===== src/rtl/tank_access_sequencer.sv =====
`default_nettype none
// ============================================================================
// Module      : tank_access_sequencer
// Description : Sequences single read/write accesses to a recirculating
//               delay-line store. Free-running digit and word counters track
//               the slot currently passing the heads. An accepted request
//               waits for its slot, then opens a transfer gate for one short
//               slot or two consecutive slots (long word) with the addressed
//               rack selected for read or write.
// Ports       : clk        - digit clock, all state on rising edge
//               rst_n      - synchronous active-low reset
//               req_valid  - request present        req_ready - can accept
//               req_write  - 1 store / 0 fetch      req_long  - 36-bit word
//               req_addr   - [9:8] rack, [7] f9, [6:5] tank, [4:0] slot
//               rack_read  - one-hot rack read select during transfer
//               rack_write - one-hot rack write select during transfer
//               f9_pos     - latched f9 bit         tank_sel  - latched tank
//               xfer_gate  - high for the digit clocks of the addressed slot(s)
//               word_pos   - current slot           digit_pos - current digit
//               done       - completion pulse       err       - reject pulse
// Revision    : 1.0 - initial release
// ============================================================================
module tank_access_sequencer #(
  parameter int MINOR_LEN      = 18,
  parameter int WORDS_PER_TANK = 32
) (
  input  logic       clk,
  input  logic       rst_n,
  input  logic       req_valid,
  output logic       req_ready,
  input  logic       req_write,
  input  logic       req_long,
  input  logic [9:0] req_addr,
  output logic [3:0] rack_read,
  output logic [3:0] rack_write,
  output logic       f9_pos,
  output logic [1:0] tank_sel,
  output logic       xfer_gate,
  output logic [4:0] word_pos,
  output logic [4:0] digit_pos,
  output logic       done,
  output logic       err
);

  localparam int XW = $clog2(2 * MINOR_LEN);
  localparam logic [XW-1:0] SHORT_LAST = XW'(MINOR_LEN - 1);
  localparam logic [XW-1:0] LONG_LAST  = XW'(2 * MINOR_LEN - 1);
  localparam logic [4:0]    DIGIT_LAST = 5'(MINOR_LEN - 1);
  localparam logic [4:0]    WORD_LAST  = 5'(WORDS_PER_TANK - 1);

  typedef enum logic [1:0] {
    S_IDLE = 2'd0,
    S_WAIT = 2'd1,
    S_XFER = 2'd2,
    S_DONE = 2'd3
  } state_t;

  state_t          state_q, state_d;
  logic [4:0]      digit_q, digit_d;
  logic [4:0]      word_q, word_d;
  logic [XW-1:0]   cnt_q, cnt_d;
  logic            err_q, err_d;
  logic [1:0]      rack_q;
  logic            f9_q;
  logic [1:0]      tank_q;
  logic [4:0]      slot_q;
  logic            write_q;
  logic            long_q;

  logic            digit_wrap;
  logic            accept;
  logic            reject;
  logic            hit_new;
  logic            hit_held;

  // Free-running position counters
  always_comb begin
    digit_wrap = (digit_q == DIGIT_LAST);
    digit_d    = digit_wrap ? 5'd0 : digit_q + 5'd1;
    word_d     = word_q;
    if (digit_wrap) begin
      word_d = (word_q == WORD_LAST) ? 5'd0 : word_q + 5'd1;
    end
  end

  // Slot match is evaluated one clock ahead so that the cycle the counters
  // reach (slot, digit 0) is already the first transfer cycle. hit_new uses
  // the incoming address so a request arriving one clock before its slot
  // goes straight to the transfer.
  assign hit_new  = digit_wrap && (word_d == req_addr[4:0]);
  assign hit_held = digit_wrap && (word_d == slot_q);

  assign accept = req_valid && (state_q == S_IDLE);
  assign reject = accept && req_long && req_addr[0];

  always_comb begin
    state_d = state_q;
    cnt_d   = cnt_q;
    err_d   = 1'b0;
    case (state_q)
      S_IDLE: begin
        if (reject) begin
          err_d = 1'b1;
        end else if (accept) begin
          state_d = hit_new ? S_XFER : S_WAIT;
          cnt_d   = '0;
        end
      end
      S_WAIT: begin
        if (hit_held) begin
          state_d = S_XFER;
          cnt_d   = '0;
        end
      end
      S_XFER: begin
        if (cnt_q == (long_q ? LONG_LAST : SHORT_LAST)) begin
          state_d = S_DONE;
        end else begin
          cnt_d = cnt_q + 1'b1;
        end
      end
      S_DONE: begin
        state_d = S_IDLE;
      end
      default: begin
        state_d = S_IDLE;
      end
    endcase
  end

  always_ff @(posedge clk) begin
    if (!rst_n) begin
      state_q <= S_IDLE;
      digit_q <= 5'd0;
      word_q  <= 5'd0;
      cnt_q   <= '0;
      err_q   <= 1'b0;
      rack_q  <= 2'd0;
      f9_q    <= 1'b0;
      tank_q  <= 2'd0;
      slot_q  <= 5'd0;
      write_q <= 1'b0;
      long_q  <= 1'b0;
    end else begin
      state_q <= state_d;
      digit_q <= digit_d;
      word_q  <= word_d;
      cnt_q   <= cnt_d;
      err_q   <= err_d;
      if (accept) begin
        rack_q  <= req_addr[9:8];
        f9_q    <= req_addr[7];
        tank_q  <= req_addr[6:5];
        slot_q  <= req_addr[4:0];
        write_q <= req_write;
        long_q  <= req_long;
      end
    end
  end

  // Outputs decode registered state only, so reset clears them on the edge
  assign xfer_gate  = (state_q == S_XFER);
  assign rack_read  = (xfer_gate && !write_q) ? (4'b0001 << rack_q) : 4'b0000;
  assign rack_write = (xfer_gate &&  write_q) ? (4'b0001 << rack_q) : 4'b0000;
  assign req_ready  = (state_q == S_IDLE);
  assign done       = (state_q == S_DONE);
  assign err        = err_q;
  assign f9_pos     = f9_q;
  assign tank_sel   = tank_q;
  assign word_pos   = word_q;
  assign digit_pos  = digit_q;

endmodule
`default_nettype wire


===== config.mk =====
export PLATFORM = sky130hd
export DESIGN_NAME = tank_access_sequencer
export DESIGN_NICKNAME = d
export VERILOG_FILES = /design/src/rtl/tank_access_sequencer.sv
export SDC_FILE = /design/constraint.sdc
export NUM_CORES = 1
export LEC_CHECK = 0
export CORE_MARGIN = 2
export CORE_UTILIZATION = 50
export CTS_BUF_LIST = sky130_fd_sc_hd__clkbuf_8
export DETAILED_ROUTE_END_ITERATION = 8
export HOLD_SLACK_MARGIN = 0.03
export PLACE_DENSITY = 0.8
export SYNTH_ARGS = -nofsm -noshare
export SYNTH_HDL_FRONTEND = slang
export SYNTH_SLANG_ARGS = --single-unit

===== constraint.sdc =====
create_clock -name clk -period 3.9 [get_ports clk]
set_input_delay 0.78 -clock clk [delete_from_list [all_inputs] [get_ports clk]]
set_output_delay 0.78 -clock clk [all_outputs]
set_load 0.1 [all_outputs]

Word-level counts from Yosys, hierarchy flattened
Index checks and enable logic that the tools add are counted.
W data, S select, Z words.

operators by class
  add/subtract/negate cells = 3
  equal/unequal tests = 13
  shift-type cells = 1
  mux-type cells = 17
  bitwise logic cells = 1
  reductions and logical operators = 14

operators by type and width
  kind                   number
  $mux W6                5
  $pmux W6 S3            1
  $add A5 B1 Y5 const B  2
  $eq A5 B5 Y1           2
  $eq A5 B5 Y1 const B   2
  $mux W2                5
  $mux W5                2
  $mux W4                2
  $pmux W2 S4            1
  $logic_and A1 B1 Y1    7
  $add A6 B1 Y6 const B  1
  $eq A6 B6 Y1           1
  $ne A2 B2 Y1 const B   3
  $reduce_and A5 Y1      1
  $eq A2 B2 Y1 const B   2
  $ne A2 B1 Y1 const B   2
  $reduce_and A4 Y1      1
  $shl A1 B2 Y4 const A  1
  $reduce_bool A3 Y1     1
  $eq A2 B1 Y1 const B   1
  $logic_not A2 Y1       1
  $reduce_and A2 Y1      1
  $reduce_or A2 Y1       1
  $logic_not A1 Y1       1
  other kinds (2)        2

word-level totals
  bits in registers = 31
  input port bits = 15
  output and inout bits = 25
  logic and storage cells = 60

Logic depth before layout (Yosys ltp)
  word-level depth = 9
  depth in mapped cells = 10
  mapped depth without buffers = 9

Worst setup path after synthesis
Ideal clock, no wire load.

  kind = flip-flop to output port
  start point = register state_q[0]
  end point = output port rack_read[0]
  arrival = 3716 ps
  data required time = 3120 ps
  path slack = -596 ps
  stages on the path, launching flop included = 6
  buffers on the path = 1
  cells stage by stage = dfxtp_1 -> inv_1 -> ha_1 -> clkbuf_1 -> nand2b_1 -> nor3_1

between the ends
  cells in the longest elaborated chain, start to end = 3

RTL lines
  item                    RTL line  text
  start, declared         58        state_t state_q, state_d;
  start signal, assigned  145       state_q <= state_d;
  $eq A2 B2 Y1            162       assign xfer_gate = (state_q == S_XFER);
  net xfer_gate           38        output logic xfer_gate,
  $logic_and A1 B1 Y1     163       assign rack_read = (xfer_gate && !write_q) ? (4'b0001 << rack_q) : 4'b0000;
  $mux W4                 163
  end, declared           34        output logic [3:0] rack_read,

The timed path passes the listed nets, and every way through them passes these cells.

Worst setup path in the final report
  start point = register state_q[0]
  end point = output port req_ready

between the ends
  cells in the longest elaborated chain, start to end = 1

RTL lines
  item              RTL line  text
  $logic_not A2 Y1  165       assign req_ready = (state_q == S_IDLE);
  end, declared     30        output logic req_ready,

Every way passes these cells.

==> results.md <==
- Leakage: 0.840 nW
- Clock skew: 0.00585 ns
- H-tree depth: 2
- Status: complete, no violations
- Largest cells by area after synthesis: dfxtp_1, nand2_1, ha_1
- CP Data Arrival Time: 2.20 ns
- Post-Synthesis Cells: 209
- Synth-to-layout area growth: 30.3%
- Die area: 3920 um^2
- # diodes: 0
- Worst-Skew Late Latency: 0.29 ns
- Final nets: 271
- Layout Utilization: 0.675
- Period Utilization, post-route: 0.765
- CP required: 3.12 ns
- Slew Viols, Final: 0
- Seq/Total Area, Yosys: 0.362
- FF+latch count, synth: 31
- Reg2Reg Setup Slack: 0.97 ns
- CP Launch Point: state_q[0]
- Endpoints failing hold: 0
- Final setup vio count: 0
- Synth cell types: 44
- Crit Path Class: flip-flop to output port
- DR WL/cell: 12.7 um
- Synthesized area per cell: 8.21 um^2
- Drt drc: 0
- Fmax: 335 MHz
- Post-synth top area share: 0.362
- # rows: 21
- Hold Crit Class: flip-flop to flip-flop
- TritonCTS Buffers: 5
- Max-cap violations: 0
- Slew @ Worst Pin: 0.977 ns
- Area of the multi-input gates: 1040 um^2
- Via-per-instance ratio: 5.55
- Cell taking the most area after synthesis: dfxtp_1
- Post-Place Worst Slack: 0.981 ns
- Syn nets: 233
- Layout cell share with drive strength beyond 1: 0.101
- TritonCTS clock tree: done
- Remaining Overflow, GRT: 0
- Vias: 1631
- Final worst path period need: 2.98 ns
- CTS Buffer Depth: 2
- Ys Warns: 0
- # clock sinks: 31
- WHS Endpoint: tank_sel[0]
- CTS Hold Buffers Added: 0
- Hold Worst Slack: 0.457 ns
- Synth Area in Simple Gates: 0.308
- Worst Hold Path Cells: 2
- Multiplexer area fraction after synthesis: 0.0117
- Fillcell total: 301
- Post-CTS Setup Inserts: 0
- Worst setup SP type: flip-flop
- Root Driver: clkbuf_8
- Initial antenna violation count: 0
- Asr flop ratio synth: 0
- R2r worst-path depth: 8
- Die Ht: 62.6 um
- Post-CTS Resized: 0
- Power per cell area: 518 nW/um^2
- RSZ-0062 raised after global routing: no
- Clk pin slew, worst setup/hold paths: 0.07 ns
- Crit-path max FO: 7
- Register area: 621 um^2
- Number of flops mapped to enable cells by yosys: 0
- Adder-Cell Fraction of Synth Area: 0.0656
- First-pass GRT wire length: 6330 um
- Port bufs: 39
- Placer Congestion: 0.910
- FF-to-FF Start: word_pos[0]
- First-pass detailed-route iteration total: 4
- Total negative slack: 0 ns
- Placed cells: 286
- Worst R2R End: state_q[0]
- Worst setup EP type: output port
- Antenna-violating nets left: 0
- Starting Density: 0.518
- HP Start: tank_sel[0]
- Die X: 62.6 um
- Core area: 3310 um^2
- Slew margin rel.: 0.346
- GRT Util Overall: 0.200
- VDD IR-drop max: 412 uV
- Initial DRC Count: 88
- Final cell count without fillers: 294
- Vias in the first global route: 1449
- Largest net degree at the start of global routing: 23
- Io pins: 40
- Largest family of logic cells by synthesized area: simple AND/OR/NAND/NOR gates
- HPWL after DPL: 2760 um
- Complex-gate fraction of the synthesized area: 0.166
- Main synth FF type: dfxtp_1
- PnR worst setup slack: 0.918 ns
- DRT Wirelength: 3740 um
- Post-Syn Area: 1720 um^2
- Xor and xnor area share after synthesis: 0.0511
==> report_power, final <==
group	internal, mW	total [mW]	switching (mW)
registers	0.351	0.383	0.0315
clock network	0.207	0.334	0.128
logic	0.123	0.442	0.319
==> Yosys cell counts, types with 2 or more instances <==
master / count
a21oi_1: 16
and2_1: 2
buf_2: 2
clkbuf_1: 6
dfxtp_1: 31
ha_1: 9
inv_1: 8
mux2i_1: 2
nand2_1: 41
nand2b_1: 9
nand3_1: 7
nand4_1: 2
nand4b_1: 2
nor2_1: 17
nor3_1: 8
nor4_1: 4
o21ai_0: 2
o221a_1: 3
o32ai_1: 2
or3_1: 3
or4_1: 2
xnor2_1: 2
xor2_1: 8
==> cell families after synthesis <==
logic type | count (synthesis)
AO/OA/AOI/OAI | 37
XOR/XNOR | 10
adder cells (fa/ha/maj) | 9
buffers and inverters | 16
flip-flops | 31
multiplexers | 2
AND/OR/NAND/NOR | 104
==> stage by stage <==
| stage | area, um^2 | power [mW] |
|---|---|---|
| detailed placement | 2120 | 0.830 |
| CTS | 2240 | 1.16 |
| global route | 2240 | 1.22 |
| floorplan | 1730 | 0.737 |
| global placement | 2120 | 0.824 |
| finish | 2240 | 1.16 |
==> routing by layer <==
| layer | track usage | share of wire | up-vias |
|---|---|---|---|
| li1 | - | - | 813 |
| met1 | 0.243 | 0.46 | 775 |
| met2 | 0.328 | 0.48 | 37 |
| met3 | 0.0631 | 0.041 | 6 |
| met4 | 0.0806 | 0.015 | 0 |
| met5 | 0 | 0 | - |
==> area by class of cell <==
class,count,share of cell area
inverters,8,0.0134
clock inverters,2,0.0157
clock buffers,6,0.0369
repair buffers,39,0.165
multi-input cells,162,0.466
well taps,46,0.0257
flip-flops and latches,31,0.278
==> critical path, cell delays in order, from the launching register on <==
cell and delay (ns):
dfxtp_1 0.35, inv_1 0.09, ha_1 0.29, clkdlybuf4s50_1 1.18
==> registers in the layout, indices dropped and copies added (netlist names), 2 cells and up <==
signal and cells:
cnt_q 6, digit_pos 5, rack_q 2, slot_q 5
state_q 2, tank_sel 2, word_pos 5
==> cell usage in the layout (no fill, tap or decap), types with 2 or more instances in the layout <==
cell type,instances
nand2_1,41
dfxtp_1,31
clkdlybuf4s50_1,30
nor2_1,17
a21oi_1,16
nand2b_1,9
ha_1,9
buf_4,9
inv_1,8
xor2_1,8
nand3_1,7
nor3_1,6
clkbuf_8,6
nor4_1,4
or3_1,3
o221a_1,3
nor3_2,2
and2_1,2
o21ai_0,2
mux2i_1,2
or4_1,2
nand4b_1,2
nand4_1,2
o32ai_1,2
xnor2_1,2
==> worst max-delay path by stage <==
stage / to / slack [ns]
global route: cnt_q[1] / 0.80
finish: req_ready / 0.92
floorplan: rack_read[3] / 0.15
detailed placement: state_q[0] / 0.98
CTS: req_ready / 0.91
global placement: state_q[0] / 1.06
Note: power is estimated with default switching activity, not from simulation.
